===== config.mk =====
export PLATFORM = sky130hd
export DESIGN_NAME = cdwu_rr
export DESIGN_NICKNAME = d
export VERILOG_FILES = /design/src/rtl/cdwu_pkg.sv /design/src/rtl/cdwu_arb.sv /design/src/rtl/cdwu_rr.sv
export SDC_FILE = /design/constraint.sdc
export NUM_CORES = 1
export LEC_CHECK = 0
export ABC_AREA = 1
export CORE_MARGIN = 3
export CORE_UTILIZATION = 30
export CTS_CLUSTER_SIZE = 28
export DETAILED_ROUTE_END_ITERATION = 7
export PLACE_DENSITY = 0.63
export SYNTH_ARGS = -nofsm -noshare
export SYNTH_HDL_FRONTEND = slang
export SYNTH_SLANG_ARGS = --single-unit
export TNS_END_PERCENT = 100

===== constraint.sdc =====
create_clock -name clk -period 9.8 [get_ports clk]
set_input_delay 1.96 -clock clk [delete_from_list [all_inputs] [get_ports clk]]
set_output_delay 1.96 -clock clk [all_outputs]
set_load 0.03 [all_outputs]

===== src/rtl/cdwu_pkg.sv =====
// cdwu_pkg: shared constants and helpers for the cdwu_rr write-conflict resolver
package cdwu_pkg;
  localparam int MODE_FIXED = 0;
  localparam int MODE_RR    = 1;
  function automatic int clog2(input int v);
    int r;
    r = 0;
    for (int i = 0; i < 31; i++) if ((1 << i) < v) r = i + 1;
    return r;
  endfunction
endpackage


===== src/rtl/cdwu_arb.sv =====
// cdwu_arb: combinational one-hot winner select, fixed priority with aging or round-robin
//   req_i : pending channels
//   pri_i : aged (promoted) channels, subset of req_i, ignored in round-robin mode
//   ptr_i : round-robin start index, ignored in fixed mode
//   win_o : one-hot winner, all-zero when nothing is pending
//   idx_o : index of the winner, 0 when nothing is pending
module cdwu_arb import cdwu_pkg::*; #(
  parameter int NCH  = 3,
  parameter int MODE = MODE_FIXED,
  parameter int SELW = 2
) (
  input  logic [NCH-1:0]  req_i,
  input  logic [NCH-1:0]  pri_i,
  input  logic [SELW-1:0] ptr_i,
  output logic [NCH-1:0]  win_o,
  output logic [SELW-1:0] idx_o
);
  logic [NCH-1:0] cand;
  int base;
  int j;
  // fixed mode searches from 0 over the aged set if any, else over all pending
  assign cand = (MODE == MODE_RR) ? req_i : (|pri_i ? pri_i : req_i);
  assign base = (MODE == MODE_RR) ? int'(ptr_i) : 0;
  // walk the search order backwards so the earliest candidate is written last
  always_comb begin
    win_o = '0;
    idx_o = '0;
    j = 0;
    for (int i = NCH - 1; i >= 0; i--) begin
      j = (base + i) % NCH;
      if (cand[j]) begin
        win_o = '0;
        win_o[j] = 1'b1;
        idx_o = SELW'(j);
      end
    end
  end
endmodule


===== src/rtl/cdwu_rr.sv =====
// cdwu_rr: registered multi-channel write-conflict resolver for the banked write port
//   clk, rst_n         : clock, asynchronous active-low reset
//   in_valid/in_ready  : per-channel request handshake (in_ready low during reset)
//   in_addr/in_data    : packed per-channel address and data
//   o_en/o_addr/o_data : registered write port
//   o_sel              : registered index of the issued channel
module cdwu_rr import cdwu_pkg::*; #(
  parameter int NCH      = 3,
  parameter int BANKBITS = 5,
  parameter int WORDBITS = 9,
  parameter int DATABITS = 64,
  parameter int MODE     = MODE_FIXED,
  parameter int AGELIMIT = 4,
  localparam int A       = BANKBITS + WORDBITS,
  localparam int SELW    = (clog2(NCH) > 1) ? clog2(NCH) : 1
) (
  input  logic                    clk,
  input  logic                    rst_n,
  input  logic [NCH-1:0]          in_valid,
  output logic [NCH-1:0]          in_ready,
  input  logic [NCH*A-1:0]        in_addr,
  input  logic [NCH*DATABITS-1:0] in_data,
  output logic                    o_en,
  output logic [A-1:0]            o_addr,
  output logic [DATABITS-1:0]     o_data,
  output logic [SELW-1:0]         o_sel
);
  localparam int AW = (clog2(AGELIMIT + 1) > 1) ? clog2(AGELIMIT + 1) : 1;
  localparam logic [AW-1:0] AGEMAX = AW'(AGELIMIT);
  localparam bit AGING = (MODE == MODE_FIXED) && (AGELIMIT != 0);
  logic [NCH-1:0]      pend_q, pend_d, acc, pri, win;
  logic [SELW-1:0]     idx, ptr_q, ptr_d, sel_q, sel_d;
  logic [A-1:0]        hold_addr_q [NCH];
  logic [DATABITS-1:0] hold_data_q [NCH];
  logic [AW-1:0]       age_q [NCH];
  logic [AW-1:0]       age_d [NCH];
  logic                en_q, en_d, any_win;
  logic [A-1:0]        addr_q, addr_d;
  logic [DATABITS-1:0] data_q, data_d;
  cdwu_arb #(.NCH(NCH), .MODE(MODE), .SELW(SELW)) u_arb (
    .req_i (pend_q),
    .pri_i (pri),
    .ptr_i (ptr_q),
    .win_o (win),
    .idx_o (idx)
  );
  // a winning channel may refill in the same cycle its entry leaves
  assign in_ready = rst_n ? (~pend_q | win) : '0;
  assign acc      = in_valid & in_ready;
  assign pend_d   = acc | (pend_q & ~win);
  assign any_win  = |win;
  assign en_d     = any_win;
  assign addr_d   = any_win ? hold_addr_q[idx] : addr_q;
  assign data_d   = any_win ? hold_data_q[idx] : data_q;
  assign sel_d    = any_win ? idx : sel_q;
  assign ptr_d    = (MODE == MODE_RR && any_win) ? ((idx == SELW'(NCH - 1)) ? '0 : idx + 1'b1) : ptr_q;
  always_comb begin
    for (int k = 0; k < NCH; k++) pri[k] = AGING && pend_q[k] && (age_q[k] == AGEMAX);
  end
  // age only counts consecutive denials of a pending entry, saturating at the limit
  always_comb begin
    for (int k = 0; k < NCH; k++)
      age_d[k] = (!AGING || !pend_q[k] || win[k]) ? '0 : ((age_q[k] == AGEMAX) ? age_q[k] : age_q[k] + 1'b1);
  end
  always_ff @(posedge clk or negedge rst_n) begin
    if (!rst_n) begin
      pend_q <= '0;
      age_q  <= '{default: '0};
      ptr_q  <= '0;
      en_q   <= 1'b0;
      addr_q <= '0;
      data_q <= '0;
      sel_q  <= '0;
    end else begin
      pend_q <= pend_d;
      age_q  <= age_d;
      ptr_q  <= ptr_d;
      en_q   <= en_d;
      addr_q <= addr_d;
      data_q <= data_d;
      sel_q  <= sel_d;
    end
  end
  // payload needs no reset: it is only observed while pend_q is set
  always_ff @(posedge clk) begin
    for (int k = 0; k < NCH; k++) begin
      if (acc[k]) begin
        hold_addr_q[k] <= in_addr[k*A +: A];
        hold_data_q[k] <= in_data[k*DATABITS +: DATABITS];
      end
    end
  end
  assign o_en   = en_q;
  assign o_addr = addr_q;
  assign o_data = data_q;
  assign o_sel  = sel_q;
endmodule


Yosys cells after proc, flatten, opt, wreduce, memory -nomap -nowiden. Memory sizes are Yosys's and may differ from the RTL's. A register that Yosys moved wholly into a read port is not among the register bits. Cells that the tools add are included.

Bits in writable memories: 234. Memory bits (read-only): 0. Flip-flop bits (word level): 15. Input bits: 239. Memories: 2. Output and inout bits: 84. Latch bits: 0.

Mux-type cells: 20. Reductions and logical operators: 13. $lt $le $gt $ge: 0. Multiply operators: 0. Shift-type cells: 0. Add/subtract/negate cells: 3. Equality and inequality tests: 6. Divide/modulo/power cells: 0. Bitwise logic cells: 6.

Memories: hold_data_q (words 3, width 64, rd ports 1, clocked after Yosys merged registers in 1, wr ports 3, RTL line cdwu_rr.sv:34) `logic [DATABITS-1:0] hold_data_q [NCH];`; hold_addr_q (words 3, width 14, rd ports 1, clocked after Yosys merged registers in 1, wr ports 3, RTL line cdwu_rr.sv:33) `logic [A-1:0] hold_addr_q [NCH];`.

Operators with widths (number): 3-bit 2-to-1 mux (11); 3-bit by 1-bit adder with 3-bit output, second input constant (3); 3-bit == test, second input constant (3); 3-bit AND (2); 1-bit 2-to-1 mux (6); 2-bit 2-to-1 mux (3); 2-bit by 1-bit inequality test with 1-bit output, second input constant (3); 3-bit inverter (2); 3-bit OR (2); 3-bit OR reduction (2); 1-bit zero test (5); 1-bit logical AND (3); 1-bit logical OR (3).

Longest topological paths before layout. Gate-level depths: netlist of run 1.

Depth in word-level cells: 12. Mapped depth: 13. Mapped depth without buffers: 11.

Modules after synthesis. Synthesis of run 1 repeated with hierarchy kept, for this count alone.

Cells, all modules: 1013. Area, all modules: 12553.3 um2.

Modules (own cells, without submodules): cdwu_rr (area each 12459.4 um2, instances 1, cells each 999, seq. area each 9354.0 um2); cdwu_arb (area each 93.8 um2, instances 1, cells each 14, seq. area each 0.0 um2).

Worst setup path after synthesis of run 1. OpenSTA, ideal clock, no wires.

Path type: input-to-reg. Start: input rst_n. End: memory hold_addr_q[1][0] in the netlist's numbering (enable). Path buffers: 0. Stages: 2. Arrival time: 7.332 ns. Data required time: 9.190 ns. Library setup time: 0.610 ns. Slack: 1.859 ns. Cell sequence: inv_1 > nor3_1.

RTL lines: from (decl) (RTL line cdwu_rr.sv:18) `input logic rst_n,`; to (decl) (RTL line cdwu_rr.sv:33).

Worst setup path in the final report of run 1.
Start: register age_q[3] in the netlist's numbering. End: output in_ready[2].

Longest elaborated chain between the ends: 9.

RTL lines: from (decl) (RTL line cdwu_rr.sv:35) `logic [AW-1:0] age_q [NCH];`; from (signal assigned) (RTL line cdwu_rr.sv:76) `age_q <= age_d;`; 3-bit == test (*) (RTL line cdwu_rr.sv:58) `for (int k = 0; k < NCH; k++) pri[k] = AGING && pend_q[k] && (age_q[k] == AGEMAX);`; 1-bit logical AND (*) (RTL line cdwu_rr.sv:58); 3-bit OR reduction (RTL line cdwu_arb.sv:22) `assign cand = (MODE == MODE_RR) ? req_i : (|pri_i ? pri_i : req_i);`; 3-bit 2-to-1 mux (*) (RTL line cdwu_arb.sv:22); 3-bit 2-to-1 mux (2 in series) (RTL line cdwu_arb.sv:31) `if (cand[j]) begin`; 3-bit 2-to-1 mux (*) (RTL line cdwu_arb.sv:31); 3-bit OR (*) (RTL line cdwu_rr.sv:48) `assign in_ready = rst_n ? (~pend_q | win) : '0;`; 3-bit 2-to-1 mux (*) (RTL line cdwu_rr.sv:48); to (decl) (RTL line cdwu_rr.sv:20) `output logic [NCH-1:0] in_ready,`.

Mark *: on every way between the ends. The rest lies on a longest branch, timed or not.

==> results.yml, run 1 <==
timing:
  setup_violations: 0
  max_freq_mhz: 161
  period_share: 0.635
  setup_ws_ns: 3.57
  fin_setup_tns_ns: 0
  whs_ns: 0.457
  hold_viol_final: 0
  rsz0062_at_grt: "no"
  worstMarginPinSlew_ns: 1.16
  clock_skew_ns: 0.0107
  slew_headroom: 0.228
  period_needed_ns: 6.23
  slew_viol_final: 0
logic_synthesis:
  synth_area_sq_um: 12800
  yosys.area.top_type: "edfxtp_1"
  ys.flop_type: "edfxtp_1"
  synth_cells: 1099
  synth_top_area_share: 0.548
  yosys-top-cells-count: "nand2_1, nand3_1, edfxtp_1"
  ys_ff_latch: 327
  syn_avg_cell_area_sq_um: 11.7
  ys_top_cells_by_area: "edfxtp_1, dfrtp_1, nand3_1, nand2_1, inv_1"
  synth_cell_types: 24
  async_flop_share: 0.284
  synth-edff-count: 234
  synth.most_common_cell: "nand2_1"
  ys_warn_count: 0
  synth.net_count: 1344
  synth_seq_area_share: 0.730
grt:
  gr-total-overflow: 0
  grt_pass1_vias: 9456
  antenna_found_initial: 1
  grtUsageTotal: 0.152
  grt_start_max_net_pins: 87
  grt_pass1_wl_um: 53400
clock_network:
  clk_latency_ns: 0.54
  cts_tree: "built"
  post_cts_resize_count: 0
  clk_transition_reported_paths_ns: 0.05
  numCtsBuffers: 38
  postCtsSetupRepairBufs: 0
  cts_root_buf: "clkbuf_16"
  cts_sinks: 327
  h-tree-depth: 2
  cts_buffer_depth: 3
  cts_hold_buf: 0
final_layout:
  post-route-util: 0.424
  fin_nets: 1649
  drive_gt1_frac: 0.0523
  antennaDiodeCount: 0
  finalInstanceArea_sq_um: 17800
  syn2layout_area_growth_pct: 39.2
placement:
  place_congestion: 0.758
  dp_hpwl_um: 22600
  io_buffer_count: 322
  placed_area_sq_um: 16500
  dp_slack_ns: 4.07
routing:
  dr.first_iter.drc_count: 716
  via_per_inst: 4.68
  vias: 9239
  firstDrtPassIters: 5
  ant_nets: 0
  wirelength_um: 35100
  route.detailed.drc: 0
  wl_per_cell_um: 17.8
pwr:
  power.density_nw_per_um2: 247
  ir_drop_v: 0.000132
  leakagePower_nw: 7.20
critical_path:
  timing.rr.end: "hold_data_q[2][13]"
  ff2ff_path_depth: 12
  start_kind: "flop"
  criticalPathCategory: "reg2out"
  rrSetupSlack_ns: 5.09
  cpMostUsedCell: "nand2_1"
  r2r-start: "age_q[3]"
  cp_cell_sequence: "inv_1, ha_1, nand3_1, nand2_1, nand2_2, nand2_4, nand3_4, buf_4, nand2_1, nand2_1, inv_1, clkdlybuf4s50_1"
  cp.arrival_ns: 4.27
  crit_fanout: 82
  slowest_delay_ns: 0.78
  end_kind: "primary output"
  cp_slowest_cell: "buf_4"
  worstPathRequired_ns: 7.84
worst_hold_path:
  min_from: "age_q[6]"
  min_to: "age_q[6]"
  hold_depth: 1
  hold_class: "reg2reg"
floorplanning:
  fp.dieH_um: 213
  core_area_sq_um: 42000
  start_util: 0.305
  io_pins: 323
  rows: 75
  die_x_um: 213
  die-area_sq_um: 45200
status:
  status: "finished, final reports clean"
run:
  cap_viol_max_count: 0
flip-flops by register name, indices dropped and copies added (netlist names):
name         flops
age_q            9
hold_addr_q     42
hold_data_q    192
o_addr          14
o_data          64
o_en             1
o_sel            2
pend_q           3
cells in the final DEF, fill, tap and decap left out, types with 4 or more instances in the layout:
cell             Yosys  final
buf_4                4     10
bufinv_16            0      5
clkbuf_1            36      9
clkbuf_16            0     39
clkbuf_8             0      4
clkdlybuf4s50_1      0    321
clkinv_1             0      7
dfrtp_1             93     93
edfxtp_1           234    234
ha_1                 6      6
inv_1               97     96
nand2_1            252    251
nand3_1            241    241
nor2_1              11      9
o21ai_0             69     69
o21ai_1             14     14
logic make-up after synthesis:
family                     Yosys count  synth area share
AOI/OAI and AO/OA                   87            0.0345
DFF                                327             0.730
xor gates and xnor gates             3           0.00205
buffers and inverters              164            0.0515
adders and majority gates            6           0.00586
and+or+nand+nor                    512             0.176
how the worst max path moves through the flow:
stage	slack, ns	end	startpoint
after floorplan	1.86	hold_addr_q[1][0]	rst_n
after global placement	4.15	in_ready[2]	age_q[3]
after detailed placement	4.07	in_ready[2]	age_q[3]
after CTS	3.46	in_ready[2]	age_q[3]
after global routing	3.22	in_ready[2]	age_q[0]
final	3.57	in_ready[2]	age_q[3]
power breakdown:
part	internal [mW]	total, mW	switching (mW)
clock	0.896	1.45	0.553
combinational	0.435	1.16	0.728
sequential	1.69	1.80	0.106
total	3.02	4.41	1.39
per-layer routing:
| layer | wire (um) | global-route usage |
|---|---|---|
| met1 | 14900 | 0.198 |
| met2 | 16600 | 0.249 |
| met3 | 2980 | 0.0422 |
| met4 | 639 | 0.0440 |
| met5 | 13 | 0 |
critical path: cells and delay by family, from the launching register on:
kind	cells	cell delay, ns
adders and majority gates	1	0.21
buffers and inverters	4	1.53
DFF	1	0.36
and+or+nand+nor	7	1.61
cell type report:
| cell class | instances | area, sq um |
|---|---|---|
| flip-flops and latches | 327 | 9350 |
| inverters | 98 | 373 |
| clock buffers | 52 | 1060 |
| multi-input cells | 608 | 2840 |
| clock inverters | 18 | 236 |
| fillers | 3958 | 24200 |
| repair buffers | 331 | 3290 |
| well taps | 539 | 674 |
per-stage QoR:
step / std cells / total power, mW
global route: 1973 / 4.64
detailed placement: 1903 / 3.00
finish: 1973 / 4.41
CTS: 1973 / 4.48
floorplan: 1099 / 2.46
global placement: 1903 / 2.98
Note: power is estimated with default switching activity, not from simulation.
==> run 2, diff against run 1 <==
- PLACE_DENSITY: 0.63 -> 0.65
- clock period: 9.8 -> 5.5 ns (I/O delays scaled with it)
==> run 2 against run 1 <==
Effect of this change:
- clock power grew 74%
- count of clock-buffer cells in the layout shrank 2
- combinational power grew 80%
- critical path depth shrank 3
==> results.yml, run 2 (synthesized netlist as in run 1, its figures left out) <==
routing:
  wl_met2_um: 17900
  routed.top_layer: "met5"
  wl_met3_um: 3110
  ant_nets: 0
  via_per_inst: 4.70
  firstDrtPassIters: 5
  vias: 9294
  route.detailed.drc: 0
  wl_per_cell_um: 18.4
  drt-met1-wl_um: 14500
  dr.first_iter.drc_count: 673
  wirelength_um: 36400
clock_network:
  cts_hold_buf: 0
  cts_buffer_depth: 3
  clk_transition_reported_paths_ns: 0.06
  clk_latency_ns: 0.53
  postCtsSetupRepairBufs: 0
  post_cts_resize_count: 0
  cts_root_buf: "clkbuf_16"
  cts_sinks: 327
  numCtsBuffers: 38
  cts_tree: "built"
  h-tree-depth: 2
grt:
  antenna_found_initial: 1
  gr-total-overflow: 0
  grt_pass1_vias: 9680
  grt_pass1_wl_um: 54800
  grt_start_max_net_pins: 80
  grtUsageTotal: 0.158
final_layout:
  post-route-util: 0.424
  nFillCells: 3938
  layout_commonest_cell: "clkdlybuf4s50_1"
  final_cell_mix: "clkdlybuf4s50_1, nand2_1, nand3_1, edfxtp_1, inv_1"
  fin_nets: 1653
  regArea_sq_um: 9350
  multi_input_area_sq_um: 2850
  syn2layout_area_growth_pct: 39.2
  top_register: "hold_data_q"
  drive_gt1_frac: 0.0564
  largest_reg_flops: 192
critical_path:
  end_kind: "primary output"
  cp.arrival_ns: 3.13
  criticalPathCategory: "reg2out"
  crit_fanout: 12
  rrSetupSlack_ns: 1.63
  worstPathRequired_ns: 4.40
  start_kind: "flop"
  ff2ff_path_depth: 12
  r2r-start: "age_q[3]"
  timing.rr.end: "o_data[19]"
floorplanning:
  core_area_sq_um: 42000
  rows: 75
  die_x_um: 213
  io_pins: 323
  fp.dieH_um: 213
  die-area_sq_um: 45200
  start_util: 0.305
timing:
  period_share: 0.768
  clock_skew_ns: 0.0136
  rsz0062_at_grt: "no"
  slew_viol_final: 0
  whs_ns: 0.470
  max_freq_mhz: 237
  fin_setup_tns_ns: 0
  slew_headroom: 0.208
  hold_viol_final: 0
  setup_ws_ns: 1.27
  worstMarginPinSlew_ns: 1.19
  period_needed_ns: 4.23
  setup_violations: 0
worst_hold_path:
  min_to: "age_q[6]"
  hold_depth: 1
  min_from: "age_q[6]"
  hold_class: "reg2reg"
placement:
  dp_slack_ns: 1.57
  place_congestion: 0.767
  dp_hpwl_um: 23300
  io_buffer_count: 322
pwr:
  power.density_nw_per_um2: 438
  leakagePower_nw: 7.20
  ir_drop_v: 0.000257
run:
  cap_viol_max_count: 0
status:
  status: "finished, final reports clean"
## run 2: changes by cell type in the layout (fill, tap and decap cells not counted), sizes merged
cell,delta
clkbuf,-2
inv,+2
buf,+4
diode,+1
bufinv,-1
## run 2: cell type report
cell class              instances  share of cell area
multi-input cells             608               0.160
repair buffers                335               0.187
flip-flops and latches        327               0.524
clock inverters                19              0.0115
well taps                     539              0.0378
inverters                      98              0.0209
diodes                          1            0.000140
clock buffers                  50              0.0582
## run 2: layer usage
metal  GRT usage  vias to the layer above
li1            -                     4384
met1       0.191                     4492
met2       0.271                      355
met3      0.0470                       61
met4      0.0553                        2
met5           0                        -
## run 2: worst max path at each step
stage,endpoint,cells past startpoint,from
2_1_floorplan,hold_addr_q[2][0],10,age_q[0]
3_3_place_gp,o_data[2],12,age_q[3]
3_5_place_dp,o_data[19],12,age_q[3]
4_1_cts,in_ready[1],9,age_q[3]
5_1_grt,in_ready[1],9,age_q[3]
6_report,in_ready[1],9,age_q[3]
## run 2: power by group
part           internal, mW  leakage [nW]  switching (mW)
Combinational         0.784          3.28            1.30
Sequential             3.01          3.31           0.189
Clock                  1.52         0.613           0.997
Total                  5.32          7.20            2.49
## run 2: critical path: stages, from the launching register on
cell             delay, ns
dfrtp_1               0.35
inv_1                 0.07
ha_1                  0.21
nand3_1               0.21
nand2_1               0.10
nand2_2               0.09
nand2_4               0.12
a21boi_0              0.69
nor2_1                0.08
clkdlybuf4s50_1       0.66
## run 2: per-stage QoR
stage               cell area (sq um)  power, mW  instances
floorplan                       12800       4.38       1099
global placement                16600       5.33       1907
detailed placement              16600       5.36       1907
CTS                             17800       7.92       1976
global route                    17800       8.21       1976
finish                          17800       7.81       1977
==> run 3, diff against run 2 <==
- clock period: 5.5 -> 3.55 ns (I/O delays scaled with it)
==> run 3 against run 2 <==
Effect of this change:
- core utilization barely moved
- clock power rose by 42%
- final cell count rose by 0.46%
- count of clock-buffer cells in the layout is 1 higher
- largest cell class unchanged
- final area rose by 0.10%
==> results.yml, run 3 (synthesized netlist as in run 1, its figures left out) <==
final_layout:
  layout_commonest_cell: "clkdlybuf4s50_1"
  final_cell_mix: "clkdlybuf4s50_1, nand2_1, nand3_1, edfxtp_1, inv_1"
  largest_reg_flops: 192
  post-route-util: 0.425
  nFillCells: 3930
  final_cells: 1986
  top_register: "hold_data_q"
  syn2layout_area_growth_pct: 39.4
  drive_gt1_frac: 0.0595
  finalInstanceArea_sq_um: 17900
  fin_nets: 1661
placement:
  dp_slack_ns: 0.718
  io_buffer_count: 322
  placed_area_sq_um: 16700
  place_congestion: 0.798
  dpl.cell_count: 1915
  dp_hpwl_um: 23600
timing:
  setup_violations: 0
  period_share: 0.899
  period_needed_ns: 3.19
  worstMarginPinSlew_ns: 1.04
  max_freq_mhz: 313
  whs_ns: 0.245
  clock_skew_ns: 0.0154
  hold_viol_final: 0
  slew_viol_final: 0
  setup_ws_ns: 0.360
  rsz0062_at_grt: "no"
  fin_setup_tns_ns: 0
  slew_headroom: 0.305
floorplanning:
  core_area_sq_um: 42000
  die_x_um: 213
  start_util: 0.305
  die-area_sq_um: 45200
  rows: 75
  fp.dieH_um: 213
  io_pins: 323
clock_network:
  cts_buffer_depth: 3
  postCtsSetupRepairBufs: 0
  post_cts_resize_count: 0
  cts_root_buf: "clkbuf_16"
  cts_tree: "built"
  numCtsBuffers: 38
  clk_transition_reported_paths_ns: 0.06
  cts_sinks: 327
  cts_hold_buf: 0
  h-tree-depth: 2
  clk_latency_ns: 0.54
critical_path:
  start_kind: "flop"
  cp.arrival_ns: 2.48
  crit_fanout: 5
  worstPathRequired_ns: 2.84
  end_kind: "primary output"
  criticalPathCategory: "reg2out"
run:
  cap_viol_max_count: 0
grt:
  antenna_found_initial: 4
  grt_pass1_wl_um: 55400
  grt_pass1_vias: 9748
  grtUsageTotal: 0.160
  gr-total-overflow: 0
  grt_start_max_net_pins: 83
routing:
  wl_per_cell_um: 18.5
  vias: 9226
  dr.first_iter.drc_count: 634
  wirelength_um: 36700
  firstDrtPassIters: 5
  via_per_inst: 4.65
  ant_nets: 0
  route.detailed.drc: 0
worst_hold_path:
  hold_class: "in2async"
pwr:
  power_mw: 11.9
  ir_drop_v: 0.000269
  leakagePower_nw: 7.21
  power.density_nw_per_um2: 664
status:
  status: "finished, final reports clean"
run 3: cell types whose count changed in the layout (fill, tap and decap cells not counted), moves of 2 or more:
cell and change:
clkinv_1 +3, clkinvlp_4 +4, clkinv_4 -2, buf_4 +4
clkdlybuf4s50_1 -3, clkbuf_1 +2, buf_12 +6, bufinv_16 -4
run 3: per-layer routing:
metal | global-route usage | vias to the layer above | wire length, um
met5 | 0 | - | 33
met4 | 0.0528 | 6 | 843
met3 | 0.0498 | 62 | 3040
met2 | 0.268 | 318 | 17800
met1 | 0.198 | 4438 | 15000
li1 | - | 4402 | -
run 3: cell type report:
type | count | area, sq um | area share
timing repair buffer | 343 | 3480 | 0.195
clock buffer | 51 | 1030 | 0.0577
antenna | 2 | 5.00 | 0.000280
tap | 539 | 674 | 0.0378
clock inverter | 18 | 95.1 | 0.00533
sequential | 327 | 9350 | 0.524
inverter | 98 | 373 | 0.0209
multi-input combinational | 608 | 2850 | 0.159
run 3: final timing paths:
path	slack (ns)	depth (start not counted)	start	end
hold / removal	0.25	2	rst_n	o_addr[2]
setup reg to reg	0.84	11	age_q[3]	hold_data_q[2][42]
min in group clk	0.47	1	age_q[6]	age_q[6]
hold reg to reg	0.47	1	age_q[6]	age_q[6]
setup / recovery	0.36	8	age_q[3]	in_ready[1]
max in group asynchronous	2.28	3	rst_n	o_data[29]
run 3: where the power goes:
group | switching, mW | internal (mW)
combinational | 2.06 | 1.25
clock | 1.55 | 2.04
sequential | 0.278 | 4.67
total | 3.89 | 7.97
run 3: critical path, cell delays in order (launching register included):
cell and delay, ns:
dfrtp_1 0.39, inv_1 0.09, ha_1 0.18, nand3_1 0.21, nand3_1 0.16, nand2_1 0.12
a21boi_1 0.46, nor2_1 0.15, buf_12 0.17
